File: src/rtl/banner_renderer.sv
// Banner overlay: shows a scaled ROM image starting on a frame boundary and
// removes it on a frame boundary. Optional blinking via BANNER_BLINK_EN.
module banner_renderer #(
  parameter int SCALE_SHIFT  = 2,
  parameter int SRC_W        = 160,
  parameter int SRC_H        = 120,
  parameter int NUM_IMG      = 2,
  parameter int ADDR_W       = 16,
  parameter int HOLD_FRAMES  = 180,
  parameter int BLINK_FRAMES = 30,
  localparam int SEL_W       = (NUM_IMG > 1) ? $clog2(NUM_IMG) : 1
) (
  input  logic              clk,
  input  logic              reset,
  input  logic [9:0]        x,
  input  logic [8:0]        y,
  input  logic              start,
  input  logic              stop,
  input  logic [SEL_W-1:0]  img_sel,
  output logic [ADDR_W-1:0] rom_addr,
  input  logic [7:0]        rom_data,
  output logic [11:0]       pix_out,
  output logic              pix_valid,
  output logic              busy
);

  localparam int FC_W = (HOLD_FRAMES > 1) ? $clog2(HOLD_FRAMES + 1) : 1;
  localparam logic [FC_W-1:0]   HOLD_L   = FC_W'(HOLD_FRAMES);
  localparam logic [9:0]        SRC_W_L  = 10'(SRC_W);
  localparam logic [9:0]        SRC_H_L  = 10'(SRC_H);
  localparam logic [ADDR_W-1:0] IMG_SZ   = ADDR_W'(SRC_W * SRC_H);
  localparam logic [ADDR_W-1:0] ROW_SZ   = ADDR_W'(SRC_W);
  localparam logic [SEL_W-1:0]  IMG_LAST = SEL_W'(NUM_IMG - 1);

  typedef enum logic [1:0] {IDLE, ARMED, SHOW, DRAIN} state_t;

  state_t            state, state_nxt;
  logic              fb;
  logic [SEL_W-1:0]  img, img_clamped;
  logic [FC_W-1:0]   frame_cnt, frame_inc;
  logic              hold_hit;
  logic              en0;

`ifdef BANNER_BLINK_EN
  localparam int BC_W = (BLINK_FRAMES > 1) ? $clog2(BLINK_FRAMES) : 1;
  localparam logic [BC_W-1:0] BC_LAST = BC_W'(BLINK_FRAMES - 1);
  logic [BC_W-1:0] blink_cnt;
  logic            vis;
`endif

  assign fb          = (x == '0) && (y == '0);
  assign img_clamped = (32'(img_sel) >= 32'(NUM_IMG)) ? IMG_LAST : img_sel;
  assign frame_inc   = (frame_cnt == '1) ? frame_cnt : frame_cnt + 1'b1;
  assign hold_hit    = (HOLD_FRAMES != 0) && (frame_inc >= HOLD_L);

  always_ff @(posedge clk) begin
    if (reset) state <= IDLE;
    else       state <= state_nxt;
  end

  always_comb begin
    state_nxt = state;
    unique case (state)
      IDLE:  if (start && !stop) state_nxt = ARMED;
      ARMED: if (fb) state_nxt = SHOW;
      SHOW: begin
        if (stop)                state_nxt = DRAIN;
        else if (start)          state_nxt = ARMED;
        else if (fb && hold_hit) state_nxt = DRAIN;
      end
      DRAIN: if (fb) state_nxt = IDLE;
      default: state_nxt = IDLE;
    endcase
  end

  always_comb begin
    busy = (state != IDLE);
    en0  = 1'b0;
    unique case (state)
`ifdef BANNER_BLINK_EN
      SHOW:    en0 = vis;
`else
      SHOW:    en0 = 1'b1;
`endif
      DRAIN:   en0 = 1'b1;
      default: en0 = 1'b0;
    endcase
  end

  always_ff @(posedge clk) begin
    if (reset) begin
      img       <= '0;
      frame_cnt <= '0;
`ifdef BANNER_BLINK_EN
      blink_cnt <= '0;
      vis       <= 1'b1;
`endif
    end else begin
      if (start && !stop && (state == IDLE || state == SHOW))
        img <= img_clamped;
      if (state == ARMED && fb) begin
        frame_cnt <= '0;
`ifdef BANNER_BLINK_EN
        blink_cnt <= '0;
        vis       <= 1'b1;
`endif
      end else if (state == SHOW && fb) begin
        frame_cnt <= frame_inc;
`ifdef BANNER_BLINK_EN
        if (blink_cnt == BC_LAST) begin
          blink_cnt <= '0;
          vis       <= ~vis;
        end else begin
          blink_cnt <= blink_cnt + 1'b1;
        end
`endif
      end
    end
  end

  // Stage 0: texel coordinates and address, row widened so SRC_H up to 1023 works
  logic [9:0]        col, row;
  logic              in_area;
  logic [ADDR_W-1:0] addr0;
  logic              area1, en1, area2, en2;

  assign col     = x >> SCALE_SHIFT;
  assign row     = {1'b0, y} >> SCALE_SHIFT;
  assign in_area = (col < SRC_W_L) && (row < SRC_H_L);
  assign addr0   = ADDR_W'(img) * IMG_SZ + ADDR_W'(row) * ROW_SZ + ADDR_W'(col);

  always_ff @(posedge clk) begin
    if (reset) begin
      rom_addr  <= '0;
      area1     <= 1'b0;
      en1       <= 1'b0;
      area2     <= 1'b0;
      en2       <= 1'b0;
      pix_out   <= '0;
      pix_valid <= 1'b0;
    end else begin
      rom_addr <= in_area ? addr0 : '0;
      area1    <= in_area;
      en1      <= en0;
      area2    <= area1;
      en2      <= en1;
      if (area2 && en2) begin
        pix_out   <= {rom_data[7:5], 1'b0, rom_data[4:2], 1'b0, rom_data[1:0], 2'b00};
        pix_valid <= 1'b1;
      end else begin
        pix_out   <= '0;
        pix_valid <= 1'b0;
      end
    end
  end

endmodule

File: config.mk
export PLATFORM = sky130hd
export DESIGN_NAME = banner_renderer
export DESIGN_NICKNAME = d
export VERILOG_FILES = /design/src/rtl/banner_renderer.sv
export SDC_FILE = /design/constraint.sdc
export NUM_CORES = 1
export LEC_CHECK = 0
export CAP_MARGIN = 20
export CORE_MARGIN = 5
export CORE_UTILIZATION = 35
export DETAILED_ROUTE_END_ITERATION = 12
export GPL_TIMING_DRIVEN = 0
export PLACE_DENSITY = 0.71
export SLEW_MARGIN = 0
export SYNTH_ARGS = -nofsm -noshare
export SYNTH_HDL_FRONTEND = slang
export SYNTH_SLANG_ARGS = --single-unit
File: constraint.sdc
create_clock -name clk -period 3.3 [get_ports clk]
set_input_delay 0.495 -clock clk [delete_from_list [all_inputs] [get_ports clk]]
set_output_delay 0.495 -clock clk [all_outputs]
set_load 0.02 [all_outputs]
# After elaboration in Yosys (flattened, before gate mapping)

Cells that the tools add are included.

Add/subtract/negate cells: 3
$mul: 2
Order comparisons: 3
Equal/unequal tests: 8
Muxes and demuxes: 10
Bitwise logic cells: 2
Reductions and logical operators: 19

Operators with widths:

| kind                   | count |
|---|---|
| $add A16 B15 Y16       | 1 |
| $add A16 B8 Y16        | 1 |
| $mux W2                | 6 |
| $logic_not A10 Y1      | 1 |
| $mul A7 B3 Y10 const B | 1 |
| $logic_not A9 Y1       | 1 |
| $add A8 B1 Y8 const B  | 1 |
| $eq A8 B8 Y1 const B   | 1 |
| $ge A8 B8 Y1 const B   | 1 |
| $logic_and A1 B1 Y1    | 8 |
| $lt A8 B8 Y1 const B   | 1 |
| $mul A1 B7 Y8 const B  | 1 |
| $mux W8                | 1 |
| $pmux W2 S4            | 1 |
| $reduce_or A2 Y1       | 4 |
| $lt A7 B7 Y1 const B   | 1 |
| $ne A2 B2 Y1 const B   | 3 |
| $eq A2 B2 Y1 const B   | 2 |
| $ne A4 B4 Y1 const B   | 1 |
| $reduce_and A4 Y1      | 1 |
| $eq A2 B1 Y1 const B   | 1 |
| $logic_not A2 Y1       | 1 |
| $mux W1                | 2 |
| $not A1 Y1             | 2 |
| 3 further kinds        | 3 |

Register bits: 44
Bits of input ports: 32
Output and inout bits: 30
Word-level logic and storage cells: 58

# Logic depth before layout (Yosys ltp)

Gate-level depths: netlist of run 1.

Depth in word-level cells: 8
Gate-level depth with buffers: 11
Depth with buffers taken out: 11

# Worst setup path before layout of run 1

Ideal clock, no wire load.

Path type: input port to flip-flop
From: input y[3]
To: register rom_addr[14]
Setup time: 0.116 ns
Arrival: 2.564 ns
Data required time: 3.184 ns
Setup slack: 0.620 ns
Stages on the path: 11
Path buffers: 0
Cells stage by stage: ha_1 ha_1 fa_1 a21o_1 a21oi_1 nor2b_1 o21a_1 ha_1 nand2_1 a21oi_1 a31o_2

Longest elaborated chain between the ends: 4
Elaborated cells between the ends (all ways): 7
Those cells by class: 2 x add/sub; 1 x mul; 1 x order compare; 1 x bitwise; 2 x reduce/logical

Ends and longest elaborated chain:

| item                                                     | line | source |
|---|---|---|
| start, declared                                          | 16   | `input logic [8:0] y,` |
| branches (longest 4 deep; another with $add A16 B15 Y16) | n/a  |  |
| end signal, assigned                                     | 142  | `rom_addr <= in_area ? addr0 : '0;` |
| end, declared                                            | 20   | `output logic [ADDR_W-1:0] rom_addr,` |

Parallel ways; which one is timed is not known.
A chain may end at the register's enable or synchronous reset.

# Worst setup path in the final report of run 1

Ends and elaborated chain as after synthesis.

==> results.sh, run 1 <==
export IMPL_antenna_found_initial=0
export IMPL_ys_flop_type="dfxtp_1"
export IMPL_post_route_drc_count=0
export IMPL_power_switching_mw=0.3146
export IMPL_cts_tree="done"
export IMPL_yosysMostFrequentCell="dfxtp_1"
export IMPL_synth_area_sq_mm=0.002076
export IMPL_ys_types=47
export IMPL_yosys_area_top_type_share=0.3858
export IMPL_ir_drop_mv=0.2679
export IMPL_required_ns=3.49
export IMPL_slew_headroom=0.5625
export IMPL_p_leak_nw=1.159
export IMPL_finalClockSkew_ns=0.004184
export IMPL_io_pins=62
export IMPL_synth_edff_count=0
export IMPL_status="completed"
export IMPL_die_area_sq_mm=0.007571
export IMPL_async_reset_ff_frac=0
export IMPL_port_buffers=57
export IMPL_synth_cells=225
export IMPL_ys_warn_count=0
export IMPL_cp_start_kind="input pin"
export IMPL_min_path_type="flip-flop to flip-flop"
export IMPL_routed_wl_um=4646
export IMPL_initial_utilization=0.3548
export IMPL_synth_largest_area_cell="dfxtp_1"
export IMPL_p_per_area_mw_per_mm2=410.4
export IMPL_cp_slowest_cell="clkdlybuf4s50_1"
export IMPL_fin_nets=344
export IMPL_vias=1766
export IMPL_drt_pass1_iterations=4
export IMPL_seqPwrFrac=0.432
export IMPL_grt_pass1_wl_um=7624
export IMPL_p_int_mw=0.8625
export IMPL_path_cells="clkdlybuf4s50_1 -> ha_1 -> ha_1 -> fa_1 -> a21o_1 -> a21oi_1 -> nor2b_1 -> o21a_1 -> ha_1 -> nand2_1 -> a21oi_1 -> a31o_2"
export IMPL_fin_crit_ns=3.097
export IMPL_finalSetupViolations=0
export IMPL_worst_pin_slew_ns=0.6495
export IMPL_hold_viol=0
export IMPL_ctsResizeCount=0
export IMPL_p_clk_frac=0.348
export IMPL_path_common_cell="ha_1"
export IMPL_dp_cells=360
export IMPL_cts_buffers=5
export IMPL_cts_htree_levels=2
export IMPL_grt_max_degree=15
export IMPL_crit_family="adder cells"
export IMPL_cts_sinks=40
export IMPL_cp_max_fo=4
export IMPL_overflow=0
export IMPL_cts_root_buf="clkbuf_8"
export IMPL_gp_congestion=0.8597
export IMPL_slowest_delay_ns=0.51
export IMPL_finalCritPeriodShare=0.9385
export IMPL_clk_latency_ns=0.29
export IMPL_num_antenna_cells=0
export IMPL_ys_seq_area_frac=0.3858
export IMPL_instances_no_fill=368
export IMPL_drive_above_1_share=0.07850
export IMPL_area_growth_syn_to_layout_pct=38.16
export IMPL_worstPathArrival_ns=3.28
export IMPL_cts_max_path_buffers=2
export IMPL_place_hpwl_um=3639
export IMPL_wl_per_cell_um=12.63
export IMPL_grt_pass1_vias=1631
export IMPL_grtUsageTotal=0.1260
export IMPL_cts_hold_buf=0
export IMPL_endpoint_kind="flip-flop"
export IMPL_ys_ff_latch=40
export IMPL_p_comb_frac=0.219
export IMPL_maxCapViolations=0
export IMPL_max_freq_mhz=322.9
export IMPL_drt_first_iter_violations=47
export IMPL_avgSynthCellArea_sq_um=9.226
export IMPL_coreArea_sq_mm=0.005851
export IMPL_ys_top_cells_by_area="dfxtp_1 (39%), ha_1 (11%), and2_1 (4.8%)"
export IMPL_rsz0062_at_grt="false"
export IMPL_switching_share=0.2673
export IMPL_core_rowCount=28
export IMPL_avgViaCountPerCell=4.799
export IMPL_cts_setup_buffers=0
export IMPL_fin_setup_tns_ns=0
export IMPL_critical_path_buf_inv_count=1
export IMPL_die_width_um=87.01
export IMPL_slew_viol_final=0
export IMPL_die_y_um=87.01
export IMPL_synth_commonest_cells="dfxtp_1 (40), nor2_1 (21), ha_1 (18)"
export IMPL_antenna_left=0
export IMPL_path_clk_slew_ns=0.08
export IMPL_path_class="input pin to flip-flop"
worst reg2reg max path: stages (launching register included):
cell     delay [ns]
dfxtp_1        0.41
ha_1           0.30
and3_1         0.26
nand2_1        0.10
o21ai_0        0.55
mux2i_1        0.25
nor2_1         0.05
state kept, by name, indices dropped and copies added (netlist names):
name       flops
rom_addr      16
frame_cnt      8
pix_out        8
state          2
area1          1
area2          1
en1            1
en2            1
img            1
pix_valid      1
path summary, 6_finish.rpt:
kind                                  start                         to  slack (ns)  depth (start not counted)
hold / removal             area1$_SDFF_PP0_           area2$_SDFF_PP0_        0.43                          1
setup / recovery                       y[3]    rom_addr[14]$_SDFF_PP0_        0.20                         12
hold reg to reg            area1$_SDFF_PP0_           area2$_SDFF_PP0_        0.43                          1
setup reg to reg  frame_cnt[0]$_SDFFE_PP0P_  frame_cnt[1]$_SDFFE_PP0P_        1.27                          6
cell families after synthesis:
kind of cell / Yosys count / share of synthesized area
adders and majority gates: 20 / 0.1278
AOI/OAI and AO/OA: 47 / 0.1477
and+or+nand+nor: 88 / 0.2363
muxes: 6 / 0.02893
xor gates and xnor gates: 8 / 0.03376
other: 1 / 0.001807
buffers and inverters: 15 / 0.03798
DFF: 40 / 0.3858
power groups by stage:
stage / Combinational, mW / Clock [mW] / Sequential (mW)
6_report: 0.258 / 0.410 / 0.509
4_1_cts: 0.260 / 0.425 / 0.509
3_3_place_gp: 0.254 / 0 / 0.521
5_1_grt: 0.285 / 0.445 / 0.511
3_5_place_dp: 0.258 / 0 / 0.520
2_1_floorplan: 0.133 / 0 / 0.541
layout make-up:
cell class | count | area, sq um
Buffer | 8 | 52.55
Clock buffer | 5 | 68.82
Clock inverter | 3 | 47.55
Fill cell | 539 | 2983
Inverter | 7 | 26.28
Multi-Input combinational cell | 173 | 1207
Sequential cell | 40 | 800.8
Tap cell | 75 | 93.84
Timing Repair Buffer | 57 | 570.5
cell usage in the layout (no fill, tap or decap), drive strengths merged, types with 2 or more instances in the layout:
cell | synthesis | final
ha | 18 | 18
nor4 | 4 | 4
nor2 | 21 | 21
o21ai | 11 | 11
a21oi | 11 | 11
nand2 | 11 | 11
a211oi | 4 | 4
nor2b | 7 | 7
conb | 1 | 4
and2 | 16 | 16
a21o | 2 | 2
inv | 7 | 7
nand4 | 3 | 3
clkinv | 0 | 2
or2 | 4 | 4
o21a | 3 | 3
buf | 4 | 4
nor3 | 10 | 10
clkbuf | 3 | 8
and4 | 2 | 2
mux2i | 6 | 6
a31oi | 4 | 4
o211a | 2 | 2
nand3 | 2 | 2
dfxtp | 40 | 40
clkdlybuf4s50 | 1 | 58
xor2 | 5 | 5
fa | 2 | 2
o21bai | 2 | 2
nand2b | 2 | 2
xnor2 | 3 | 3
metrics by stage:
stage / power [mW] / cell area [sq um] / setup WS (ns) / utilization / hold slack (ns)
floorplan: 0.6737 / 2087 / 0.6202 / - / 0.4138
global placement: 0.7750 / 2751 / -0.03576 / 0.4703 / 0.4228
detailed placement: 0.7788 / 2751 / -0.07316 / 0.4703 / 0.4266
CTS: 1.195 / 2868 / 0.2330 / 0.4902 / 0.4455
global route: 1.241 / 2868 / 0.1266 / 0.4902 / 0.4621
finish: 1.177 / 2868 / 0.2028 / 0.4902 / 0.4340
routing by layer:
layer,track usage,share of wire,wire length (um),vias up
met5,0,0,0,-
met4,0.04249,0.014,63,0
met3,0.02933,0.062,289,6
met2,0.2091,0.48,2224,51
met1,0.1598,0.45,2068,785
li1,-,-,-,924
Note: power is estimated with default switching activity, not from simulation.
==> run 2, diff against run 1 <==
--- a/config.mk
+++ b/config.mk
@@ -10,6 +10,7 @@
 export CORE_UTILIZATION = 35
 export DETAILED_ROUTE_END_ITERATION = 12
 export GPL_TIMING_DRIVEN = 0
+export HOLD_SLACK_MARGIN = 0.03
 export PLACE_DENSITY = 0.71
 export SLEW_MARGIN = 0
 export SYNTH_ARGS = -nofsm -noshare
==> results of run 2 <==
The final DEF is identical to that of run 1; final timing and power are the same.
==> run 3, diff against run 2 <==
==> constraint.sdc (replaced) <==
create_clock -name clk -period 3.3 [get_ports clk]
set_input_delay 0.33 -clock clk [delete_from_list [all_inputs] [get_ports clk]]
set_output_delay 0.33 -clock clk [all_outputs]
set_load 0.02 [all_outputs]
==> results of run 3 <==
Same layout as run 1 (identical final DEF). Status: completed.
Among the figures that moved: setup slack after placement -0.07316 ns -> 0.09184 ns; setup slack after layout 0.2028 ns -> 0.3678 ns
